[src/rtl/rx_pkg.sv]
// Shared types and constants for the serial receive front-end.
package rx_pkg;

    typedef enum logic [1:0] {
        IDLE      = 2'd0,
        RECEIVE   = 2'd1,
        WAIT_STOP = 2'd2
    } rx_state_t;

    localparam int RX_BLOCK_BITS = 128;

endpackage

[src/rtl/bus_sync_edge.sv]
// Two-flop synchronisers plus history flop for scl/sda, with rising-edge,
// start and stop detection on the synchronised bus.
module bus_sync_edge (
    input  logic clk,
    input  logic rst,
    input  logic scl_in,
    input  logic sda_in,
    output logic sda_sync,
    output logic scl_rise,
    output logic start_det,
    output logic stop_det
);

    // bit 0 = s1, bit 1 = s2, bit 2 = s3 (history)
    logic [2:0] scl_q;
    logic [2:0] sda_q;

    // Synchroniser chains; reset loads an idle (high) bus so no false events fire.
    always_ff @(posedge clk) begin
        if (rst) begin
            scl_q <= 3'b111;
            sda_q <= 3'b111;
        end else begin
            scl_q <= {scl_q[1:0], scl_in};
            sda_q <= {sda_q[1:0], sda_in};
        end
    end

    assign sda_sync  = sda_q[1];
    assign scl_rise  = scl_q[1] & ~scl_q[2];
    assign start_det = scl_q[1] & scl_q[2] &  sda_q[2] & ~sda_q[1];
    assign stop_det  = scl_q[1] & scl_q[2] & ~sda_q[2] &  sda_q[1];

endmodule

[src/rtl/rx_frame_ctrl.sv]
// Receive frame controller: gates the shift register, counts bits, flags
// malformed/dropped frames and hands completed blocks over with valid/ack.
module rx_frame_ctrl
    import rx_pkg::*;
#(
    parameter  int NUM_BITS = RX_BLOCK_BITS,
    localparam int CNT_W    = $clog2(NUM_BITS + 1)
) (
    input  logic             clk,
    input  logic             rst,
    input  logic             scl_in,
    input  logic             sda_in,
    input  logic             block_ack,
    output logic             sda_sync,
    output logic             rising_edge_found,
    output logic             rx_enable,
    output logic             block_valid,
    output logic             frame_error,
    output logic             overrun,
    output logic [CNT_W-1:0] bit_cnt
);

    localparam logic [CNT_W-1:0] CNT_ZERO = {CNT_W{1'b0}};
    localparam logic [CNT_W-1:0] CNT_ONE  = CNT_W'(1);
    localparam logic [CNT_W-1:0] CNT_MAX  = CNT_W'(NUM_BITS);
    localparam logic [CNT_W-1:0] CNT_LAST = CNT_W'(NUM_BITS - 1);

    logic scl_rise_s;
    logic start_s;
    logic stop_s;

    rx_state_t        state_q, state_d;
    logic [CNT_W-1:0] bit_cnt_q, bit_cnt_d;
    logic             block_valid_q, block_valid_d;
    logic             frame_error_q, frame_error_d;
    logic             overrun_q, overrun_d;

    bus_sync_edge u_sync (
        .clk       (clk),
        .rst       (rst),
        .scl_in    (scl_in),
        .sda_in    (sda_in),
        .sda_sync  (sda_sync),
        .scl_rise  (scl_rise_s),
        .start_det (start_s),
        .stop_det  (stop_s)
    );

    // Controller state and registered status outputs.
    always_ff @(posedge clk) begin
        if (rst) begin
            state_q       <= IDLE;
            bit_cnt_q     <= CNT_ZERO;
            block_valid_q <= 1'b0;
            frame_error_q <= 1'b0;
            overrun_q     <= 1'b0;
        end else begin
            state_q       <= state_d;
            bit_cnt_q     <= bit_cnt_d;
            block_valid_q <= block_valid_d;
            frame_error_q <= frame_error_d;
            overrun_q     <= overrun_d;
        end
    end

    // Next-state logic; bus start/stop always outrank bit counting.
    always_comb begin
        state_d       = state_q;
        bit_cnt_d     = bit_cnt_q;
        block_valid_d = block_valid_q;
        frame_error_d = 1'b0;
        overrun_d     = 1'b0;

        // Ack clears first so a completion in the same cycle wins.
        if (block_ack && block_valid_q) begin
            block_valid_d = 1'b0;
        end else begin
            block_valid_d = block_valid_q;
        end

        case (state_q)
            IDLE: begin
                if (start_s && block_valid_q) begin
                    overrun_d = 1'b1;
                end else if (start_s) begin
                    state_d   = RECEIVE;
                    bit_cnt_d = CNT_ZERO;
                end else begin
                    state_d = IDLE;
                end
            end
            RECEIVE: begin
                if (stop_s) begin
                    frame_error_d = 1'b1;
                    state_d       = IDLE;
                    bit_cnt_d     = CNT_ZERO;
                end else if (start_s) begin
                    frame_error_d = 1'b1;
                    bit_cnt_d     = CNT_ZERO;
                end else if (scl_rise_s && (bit_cnt_q < CNT_MAX)) begin
                    bit_cnt_d = bit_cnt_q + CNT_ONE;
                    if (bit_cnt_q == CNT_LAST) begin
                        state_d       = WAIT_STOP;
                        block_valid_d = 1'b1;
                    end else begin
                        state_d = RECEIVE;
                    end
                end else begin
                    state_d = RECEIVE;
                end
            end
            WAIT_STOP: begin
                if (stop_s) begin
                    state_d = IDLE;
                end else if (start_s) begin
                    frame_error_d = 1'b1;
                    state_d       = IDLE;
                end else if (scl_rise_s) begin
                    frame_error_d = 1'b1;
                end else begin
                    state_d = WAIT_STOP;
                end
            end
            default: begin
                state_d   = IDLE;
                bit_cnt_d = CNT_ZERO;
            end
        endcase
    end

    assign rising_edge_found = scl_rise_s;
    assign rx_enable         = (state_q == RECEIVE);
    assign block_valid       = block_valid_q;
    assign frame_error       = frame_error_q;
    assign overrun           = overrun_q;
    assign bit_cnt           = bit_cnt_q;

endmodule

[config.mk]
export PLATFORM = sky130hd
export DESIGN_NAME = rx_frame_ctrl
export DESIGN_NICKNAME = d
export VERILOG_FILES = /design/src/rtl/rx_pkg.sv /design/src/rtl/bus_sync_edge.sv /design/src/rtl/rx_frame_ctrl.sv
export SDC_FILE = /design/constraint.sdc
export NUM_CORES = 1
export LEC_CHECK = 0
export ABC_CLOCK_PERIOD_IN_PS = 1800
export BUFFER_PORTS_ARGS = -buffer_cell sky130_fd_sc_hd__buf_2
export CAP_MARGIN = 20
export CELL_PAD_IN_SITES_DETAIL_PLACEMENT = 0
export CELL_PAD_IN_SITES_GLOBAL_PLACEMENT = 1
export CORE_ASPECT_RATIO = 0.5
export CORE_MARGIN = 4
export CORE_UTILIZATION = 35
export DETAILED_ROUTE_END_ITERATION = 6
export HOLD_SLACK_MARGIN = 0.05
export PLACE_DENSITY = 0.72
export SYNTH_ARGS = -nofsm -noshare
export SYNTH_HDL_FRONTEND = slang
export SYNTH_SLANG_ARGS = --single-unit
[constraint.sdc]
create_clock -name clk -period 1.8 [get_ports clk]
set_input_delay 0.36 -clock clk [delete_from_list [all_inputs] [get_ports clk]]
set_output_delay 0.36 -clock clk [all_outputs]
set_load 0.01 [all_outputs]
==> flow_metrics.py, run 1 <==
metrics = {
    "run_status": {
        "outcome": "finished clean",
    },
    "clock_tree": {
        "htreeDepth": 1,
        "root_buffer": "clkbuf_8",
        "cts_sinks": 19,
        "clk-insertion-delay-late_ns": 0.26,
        "hold_buffers": 0,
        "clk_pin_slew_ns": 0.07,
        "cts_buffers": 3,
        "cts_tree": "built",
        "cts_max_path_buffers": 2,
    },
    "drt": {
        "drc": 0,
        "routed_wl_mm": 2.49,
        "drt_iter0_drc": 37,
        "post_drt_wl_per_cell_um": 13.9,
        "viasPerCell": 5.25,
        "ant_nets": 0,
        "first_pass_iters": 4,
        "num_vias": 945,
    },
    "floorplan": {
        "ios": 19,
        "initial_core_util_pct": 39.2,
        "dieHeight_um": 44.5,
        "die_x_um": 80.9,
        "fp.dieArea_mm2": 0.00360,
        "core-area_mm2": 0.00237,
        "rows": 12,
    },
    "power": {
        "p_seq_share_pct": 50.4,
        "ir_drop_mv": 0.307,
        "internal-power_w": 0.000645,
        "power.total_w": 0.000858,
        "pwr-share-comb_pct": 13.7,
        "power.switching_w": 0.000214,
        "clock_power_share_pct": 35.9,
        "p_per_area_mw_per_mm2": 639,
        "p_leak_nw": 0.536,
        "swShare_pct": 24.9,
    },
    "sta": {
        "drv_slew": 0,
        "worst_pin_slew_ns": 0.363,
        "relSlewSlack_pct": 75.6,
        "setup_viol": 0,
        "hold_violations": 0,
        "timing.fmax_mhz": 560,
        "rsz0062_at_grt": "yes",
        "timing.final.crit_share_pct": 99.3,
        "fin_crit_ns": 1.79,
        "finClkSkew_ns": 0.00119,
    },
    "placed_design": {
        "place_hpwl_mm": 1.70,
        "finalWeightedCongestion": 0.780,
        "port_buffers": 18,
        "dp_cells": 173,
    },
    "critical_path": {
        "end_kind": "register",
        "crit_type": "register to register",
        "required_ns": 1.99,
        "crit_chain": "or3b_4, or3_4, or4b_1, o22ai_1",
        "worst-path-max-fanout": 6,
        "critical-path-slowest-cell": "or4b_1",
        "critical_path.max_stage_delay_ns": 0.46,
        "cp-start-kind": "register",
        "cp.arrival_ns": 1.98,
    },
    "synth": {
        "synth.largest_area_cell": "dfxtp_1",
        "synth-seq-cells": 19,
        "synthCells": 104,
        "ys_seq_area_share_pct": 40.9,
        "synth_top_area_share_pct": 40.9,
        "netlist-cell-type-count": 32,
        "synth.net_count": 114,
        "synth_area_um2": 931,
        "yosysWarningCount": 0,
        "synth_area_leaders": "dfxtp_1 41%, ha_1 6.7%, a21oi_1 5.4%",
        "syn_avg_cell_area_um2": 8.95,
    },
    "global_route": {
        "antenna_found_initial": 0,
        "track_usage_pct": 14.2,
        "grt_overflow": 0,
        "grt_max_degree": 17,
        "grt_pass1_vias": 863,
        "grt_pass1_wl_mm": 3.89,
    },
    "finish": {
        "fin_nets": 156,
        "n_fill_cell": 244,
        "area_growth_pct": 44.4,
        "final_common_cell": "buf_4",
        "final_cell_mix": "19 x buf_4, 18 x buf_2, 17 x dfxtp_1, 7 x inv_1, 7 x a21oi_1",
        "fin_cells": 180,
        "diodes": 0,
        "drive_above_1_share_pct": 46.9,
    },
    "min_path": {
        "hold_path_class": "input port to register",
    },
    "run": {
        "cap_viol_max_count": 0,
    },
}
## worst paths after layout
path / from / endpoint / slack, ns / depth (start not counted)
max: u_sync.scl_q[1] / bit_cnt[6] / 0.01 / 4
min: sda_in / u_sync.sda_q[0] / 0.28 / 2
max reg2reg: u_sync.scl_q[1] / bit_cnt[6] / 0.01 / 4
min reg2reg: u_sync.sda_q[0] / u_sync.sda_q[1] / 0.41 / 1
## synthesized netlist by cell type
cell,n
and4_1,1
or3b_1,1
and3_1,1
nor2_1,4
o22ai_1,1
or2_2,6
or4_1,6
xor2_1,1
nand4bb_1,1
o32ai_1,2
o21ai_0,3
o31ai_1,4
a221oi_1,1
nor2b_1,2
nand2_1,4
or3_1,3
dfxtp_1,19
and4b_1,1
o21bai_1,1
a21oi_1,10
clkbuf_1,3
and2_2,1
ha_1,5
or4b_1,1
nand4_1,1
nor3_1,2
nand2b_1,2
nand3_1,4
a32oi_1,4
inv_1,7
a21boi_0,1
nand4b_1,1
## critical path, delay by kind of cell, from the launching register on
family	cells	cell delay (ns)
and+or+nand+nor	3	1.21
DFF	1	0.37
AOI/OAI and AO/OA	1	0.14
## power groups by stage
| stage | logic, W | registers [W] | clock network [W] |
|---|---|---|---|
| after floorplan | 0.0000456 | 0.000446 | 0 |
| after global routing | 0.000128 | 0.000434 | 0.000339 |
| after detailed placement | 0.0000991 | 0.000443 | 0 |
| after CTS | 0.0000998 | 0.000433 | 0.000315 |
| final | 0.000117 | 0.000433 | 0.000308 |
| after global placement | 0.0000995 | 0.000443 | 0 |
## stage by stage
stage	hold WS, ns	utilization [%]	area (µm²)	setup WS, ns	TNS (ns)
after floorplan	0.389	-	931	0.0542	0
after global placement	0.394	50.4	1200	0.0411	0
after detailed placement	0.399	50.4	1200	-0.00821	-0.00821
after CTS	0.279	52.4	1240	0.0104	0
after global routing	0.273	56.6	1340	-0.0745	-0.271
final	0.282	56.6	1340	0.0133	0
## registers in the layout (all words and copies together), names as in the netlist
register,count
bit_cnt,8
u_sync.scl_q,3
u_sync.sda_q,3
state_q,2
block_valid,1
frame_error,1
overrun,1
## repair_timing
action / 4_1_cts / 5_1_grt
buffers inserted: 0 / 1
resized for setup: 1 / 20
pin swaps: 0 / 3
setup endpoints to repair: 1 / 9
gates cloned: 0 / 2
## layer usage
layer  GRT usage, %  share of wire (%)  vias to the layer above
met3           4.88                3.5                        4
met5              0                  0                        -
met2           21.5                 47                       21
li1               -                  -                      473
met4           4.04               0.80                        0
met1           19.1                 48                      447
## cell families after synthesis
| logic type | after synthesis | synth area share (%) |
|---|---|---|
| and+or+nand+nor | 42 | 28.4 |
| AOI/OAI and AO/OA | 27 | 19.1 |
| DFF | 19 | 40.9 |
| buffers and inverters | 10 | 4.03 |
| adders and majority gates | 5 | 6.72 |
| xor gates and xnor gates | 1 | 0.941 |
## layout make-up
| cell class | count | area (µm²) | share of cell area (%) |
|---|---|---|---|
| Clock buffer | 4 | 45.0 | 3.35 |
| Inverter | 7 | 26.3 | 1.96 |
| Multi-Input combinational cell | 75 | 577 | 42.9 |
| Sequential cell | 19 | 385 | 28.7 |
| Tap cell | 35 | 43.8 | 3.26 |
| Timing Repair Buffer | 40 | 267 | 19.8 |
(Power assumes the default switching activity.)
==> run 2: changes to the inputs <==
--- a/config.mk
+++ b/config.mk
@@ -15,7 +15,7 @@
 export CORE_UTILIZATION = 35
 export DETAILED_ROUTE_END_ITERATION = 6
 export HOLD_SLACK_MARGIN = 0.05
-export PLACE_DENSITY = 0.72
+export PLACE_DENSITY_LB_ADDON = 0.1
 export SYNTH_ARGS = -nofsm -noshare
 export SYNTH_HDL_FRONTEND = slang
 export SYNTH_SLANG_ARGS = --single-unit
==> flow_metrics.py, run 2 (synthesized netlist as in run 1, its figures left out) <==
metrics = {
    "global_route": {
        "grt_max_degree": 17,
        "grt_pass1_vias": 759,
        "grt_pass1_wl_mm": 3.39,
        "grt_overflow": 0,
        "antenna_found_initial": 0,
        "track_usage_pct": 12.1,
    },
    "finish": {
        "area_growth_pct": 34.3,
        "utilization_pct": 52.7,
        "final_common_cell": "buf_2",
        "fin_nets": 151,
        "diodes": 0,
        "fin_cells": 175,
        "drive_above_1_share_pct": 38.6,
        "largest_register_ffs": 8,
        "final_cell_mix": "18 x buf_2, 17 x dfxtp_1, 17 x buf_4, 9 x a21oi_1, 7 x inv_1",
    },
    "clock_tree": {
        "hold_buffers": 0,
        "root_buffer": "clkbuf_8",
        "cts_sinks": 19,
        "cts_max_path_buffers": 2,
        "clk_pin_slew_ns": 0.07,
        "cts_tree": "built",
        "cts_buffers": 3,
        "clk-insertion-delay-late_ns": 0.25,
        "htreeDepth": 1,
    },
    "power": {
        "p_seq_share_pct": 52.6,
        "swShare_pct": 22.8,
        "power.switching_w": 0.000188,
        "p_leak_nw": 0.507,
        "ir_drop_mv": 0.366,
        "power.total_w": 0.000824,
        "internal-power_w": 0.000636,
        "p_per_area_mw_per_mm2": 659,
        "clock_power_share_pct": 35.5,
        "pwr-share-comb_pct": 11.9,
    },
    "critical_path": {
        "crit_buf_inv": 0,
        "end_kind": "register",
        "required_ns": 1.98,
        "cp-start-kind": "register",
        "critical-path-slowest-cell": "or4b_1",
        "crit_chain": "or3b_4, or3_4, or4b_1, o22ai_1",
        "worst-path-max-fanout": 5,
        "cp.arrival_ns": 1.97,
        "crit_type": "register to register",
        "critical_path.max_stage_delay_ns": 0.46,
        "crit_family": "simple AND/OR/NAND/NOR gates",
    },
    "sta": {
        "worst_pin_slew_ns": 0.288,
        "timing.fmax_mhz": 558,
        "finClkSkew_ns": 0.00265,
        "fin_crit_ns": 1.79,
        "timing.final.crit_share_pct": 99.6,
        "worst_slack_ns": 0.00650,
        "rsz0062_at_grt": "yes",
        "hold_violations": 0,
        "setup_viol": 0,
        "relSlewSlack_pct": 80.7,
        "drv_slew": 0,
    },
    "placed_design": {
        "place_hpwl_mm": 1.60,
        "finalWeightedCongestion": 0.759,
        "dp_slack_ns": -0.00722,
        "port_buffers": 18,
        "dp_cells": 171,
    },
    "floorplan": {
        "initial_core_util_pct": 39.2,
        "die_x_um": 80.9,
        "dieHeight_um": 44.5,
        "fp.dieArea_mm2": 0.00360,
        "ios": 19,
        "core-area_mm2": 0.00237,
        "rows": 12,
    },
    "drt": {
        "viasPerCell": 4.94,
        "drc": 0,
        "first_pass_iters": 4,
        "drt_iter0_drc": 50,
        "num_vias": 865,
        "ant_nets": 0,
        "post_drt_wl_per_cell_um": 11.7,
        "routed_wl_mm": 2.06,
    },
    "run": {
        "cap_viol_max_count": 0,
    },
    "min_path": {
        "hold_path_class": "input port to register",
    },
    "run_status": {
        "outcome": "finished clean",
    },
}
-- run 2: path summary, 6_finish.rpt --
kind | end | slack (ns) | depth (start not counted) | from
hold reg to reg | u_sync.sda_q[1] | 0.41 | 1 | u_sync.sda_q[0]
hold / removal | u_sync.scl_q[0] | 0.29 | 2 | scl_in
setup / recovery | bit_cnt[6] | 0.007 | 4 | u_sync.scl_q[1]
setup reg to reg | bit_cnt[6] | 0.007 | 4 | u_sync.scl_q[1]
-- run 2: worst reg2reg max path, cell delays in order, from the launching register on --
cell	delay, ns
dfxtp_2	0.35
or3b_4	0.38
or3_4	0.37
or4b_1	0.46
o22ai_1	0.16
-- run 2: cell type report --
type	count	area (µm²)
Clock buffer	4	45.0
Timing Repair Buffer	35	218
Tap cell	35	43.8
Sequential cell	19	383
Fill cell	245	1120
Inverter	7	26.3
Multi-Input combinational cell	75	534
-- run 2: timing repair --
item	4_1_cts	5_1_grt
setup buffers	0	0
gates resized for setup	2	7
endpoints found under the setup margin	2	7
hold endpoints to repair	0	0
-- run 2: routing by layer --
metal  vias to the layer above  wire [µm]  GRT usage (%)
met3                         0        106           4.88
met4                         0          0           1.01
li1                        461          -              -
met1                       391       1070           16.8
met2                        13        879           18.1
met5                         -          0              0
-- run 2: through the flow --
stage / hold WS, ns / TNS, ns / cell area, µm²
floorplan: 0.389 / 0 / 931
global placement: 0.399 / 0 / 1180
detailed placement: 0.397 / -0.00722 / 1180
CTS: 0.276 / 0 / 1230
global route: 0.287 / -0.0624 / 1250
finish: 0.285 / 0 / 1250
-- run 2: power groups by stage --
| stage | clock, W | sequential, W | combinational [W] |
|---|---|---|---|
| 4_1_cts | 0.000312 | 0.000433 | 0.0000974 |
| 6_report | 0.000292 | 0.000434 | 0.0000982 |
| 3_5_place_dp | 0 | 0.000443 | 0.0000962 |
| 2_1_floorplan | 0 | 0.000446 | 0.0000456 |
| 3_3_place_gp | 0 | 0.000443 | 0.0000964 |
| 5_1_grt | 0.000324 | 0.000434 | 0.000111 |
==> run 3: changes to the inputs <==
--- a/config.mk
+++ b/config.mk
@@ -5,14 +5,13 @@
 export SDC_FILE = /design/constraint.sdc
 export NUM_CORES = 1
 export LEC_CHECK = 0
-export ABC_CLOCK_PERIOD_IN_PS = 1800
+export ABC_CLOCK_PERIOD_IN_PS = 2000
 export BUFFER_PORTS_ARGS = -buffer_cell sky130_fd_sc_hd__buf_2
 export CAP_MARGIN = 20
 export CELL_PAD_IN_SITES_DETAIL_PLACEMENT = 0
 export CELL_PAD_IN_SITES_GLOBAL_PLACEMENT = 1
-export CORE_ASPECT_RATIO = 0.5
 export CORE_MARGIN = 4
-export CORE_UTILIZATION = 35
+export CORE_UTILIZATION = 39
 export DETAILED_ROUTE_END_ITERATION = 6
 export HOLD_SLACK_MARGIN = 0.05
 export PLACE_DENSITY_LB_ADDON = 0.1
==> constraint.sdc (replaced) <==
create_clock -name clk -period 2 [get_ports clk]
set_input_delay 0.4 -clock clk [delete_from_list [all_inputs] [get_ports clk]]
set_output_delay 0.4 -clock clk [all_outputs]
set_load 0.01 [all_outputs]
==> flow_metrics.py, run 3 (synthesized netlist as in run 1, its figures left out) <==
metrics = {
    "finish": {
        "fin_nets": 140,
        "drive_above_1_share_pct": 26.4,
        "utilization_pct": 50.0,
        "area_growth_pct": 19.9,
        "diodes": 0,
        "final_common_cell": "dfxtp_1",
        "final_cell_mix": "19 x dfxtp_1, 18 x buf_2, 10 x a21oi_1, 7 x inv_1",
        "largest_register_ffs": 8,
    },
    "clock_tree": {
        "cts_setup_buffers": 0,
        "postCtsResizedCells": 0,
        "cts_sinks": 19,
        "htreeDepth": 1,
        "cts_tree": "built",
        "clk_pin_slew_ns": 0.12,
        "root_buffer": "clkbuf_4",
        "hold_buffers": 0,
        "cts_buffers": 3,
        "clk-insertion-delay-late_ns": 0.30,
        "cts_max_path_buffers": 2,
    },
    "global_route": {
        "grt_overflow": 0,
        "antenna_found_initial": 0,
        "grt_pass1_wl_mm": 3.51,
        "grt_pass1_vias": 760,
        "grt_max_degree": 17,
        "track_usage_pct": 13.9,
    },
    "critical_path": {
        "crit_type": "register to register",
        "cp.arrival_ns": 2.12,
        "r2r_cells": 4,
        "r2r-start": "u_sync.scl_q[1]",
        "r2r_end": "bit_cnt[6]",
        "cp-startpoint": "u_sync.scl_q[1]",
        "worst-path-max-fanout": 7,
        "reg2reg_setup_slack_ns": 0.12,
        "cp-endpoint": "bit_cnt[6]",
        "required_ns": 2.24,
        "cp-start-kind": "register",
        "end_kind": "register",
    },
    "power": {
        "swShare_pct": 25.2,
        "p_seq_share_pct": 59.7,
        "ir_drop_mv": 0.351,
        "power.switching_w": 0.000166,
        "power.total_w": 0.000659,
        "p_leak_nw": 0.445,
        "internal-power_w": 0.000493,
        "p_per_area_mw_per_mm2": 590,
        "clock_power_share_pct": 30.2,
        "pwr-share-comb_pct": 10.1,
    },
    "floorplan": {
        "fp.dieArea_mm2": 0.00323,
        "core-area_mm2": 0.00223,
        "initial_core_util_pct": 41.7,
        "ios": 19,
        "rows": 17,
        "die_x_um": 56.9,
        "dieHeight_um": 56.9,
    },
    "drt": {
        "drt_iter0_drc": 35,
        "num_vias": 847,
        "post_drt_wl_per_cell_um": 13.2,
        "first_pass_iters": 4,
        "routed_wl_mm": 2.07,
        "viasPerCell": 5.39,
        "ant_nets": 0,
        "drc": 0,
    },
    "sta": {
        "hold_ws_ns": 0.281,
        "hold_violations": 0,
        "finClkSkew_ns": 0.0132,
        "timing.fmax_mhz": 532,
        "relSlewSlack_pct": 65.3,
        "setup_viol": 0,
        "drv_slew": 0,
        "fin_crit_ns": 1.88,
        "rsz0062_at_grt": "no",
        "worst_pin_slew_ns": 0.519,
        "fin_setup_tns_ns": 0,
        "timing.final.crit_share_pct": 94.0,
    },
    "run_status": {
        "outcome": "finished clean",
    },
    "placed_design": {
        "finalWeightedCongestion": 0.802,
        "place_hpwl_mm": 1.53,
        "port_buffers": 18,
    },
    "run": {
        "cap_viol_max_count": 0,
    },
    "min_path": {
        "hold_path_startpoint": "sda_in",
        "hold_path_class": "input port to register",
    },
}
[run 3: worst min-delay path by stage]
stage / endpoint / cells after the start
2_1_floorplan: u_sync.scl_q[1] / 1
3_3_place_gp: u_sync.scl_q[1] / 1
3_5_place_dp: u_sync.scl_q[1] / 1
4_1_cts: u_sync.sda_q[0] / 2
5_1_grt: u_sync.sda_q[0] / 2
6_report: u_sync.sda_q[0] / 2
[run 3: layout make-up]
type                            instances  area (µm²)
Timing Repair Buffer                   24         135
Sequential cell                        19         380
Clock buffer                            4        26.3
Inverter                                7        26.3
Fill cell                             231        1120
Multi-Input combinational cell         75         513
Tap cell                               28        35.0
[run 3: power by group through the flow]
stage	clock (W)	sequential [W]	combinational, W
2_1_floorplan	0	0.000401	0.0000410
3_3_place_gp	0	0.000402	0.0000670
3_5_place_dp	0	0.000402	0.0000668
4_1_cts	0.000209	0.000393	0.0000669
5_1_grt	0.000225	0.000395	0.0000761
6_report	0.000199	0.000394	0.0000663
[run 3: layer usage]
layer	up-vias	global-route usage (%)	wire [µm]
li1	437	-	-
met1	377	19.5	1030
met2	31	20.1	877
met3	2	2.99	140
met4	0	6.62	17
met5	-	0	0
[run 3: worst max-delay path, stage by stage, from the launching register on]
cell,delay (ns)
dfxtp_1,0.43
or3b_1,0.39
or3_1,0.39
or4b_1,0.47
o22ai_1,0.15
[run 3: stage by stage]
stage / worst slack [ns] / area [µm²] / std cells
after floorplan: 0.254 / 931 / 104
after detailed placement: 0.142 / 1090 / 153
final: 0.120 / 1120 / 157
after CTS: 0.112 / 1120 / 157
after global placement: 0.180 / 1090 / 153
after global routing: 0.0274 / 1120 / 157
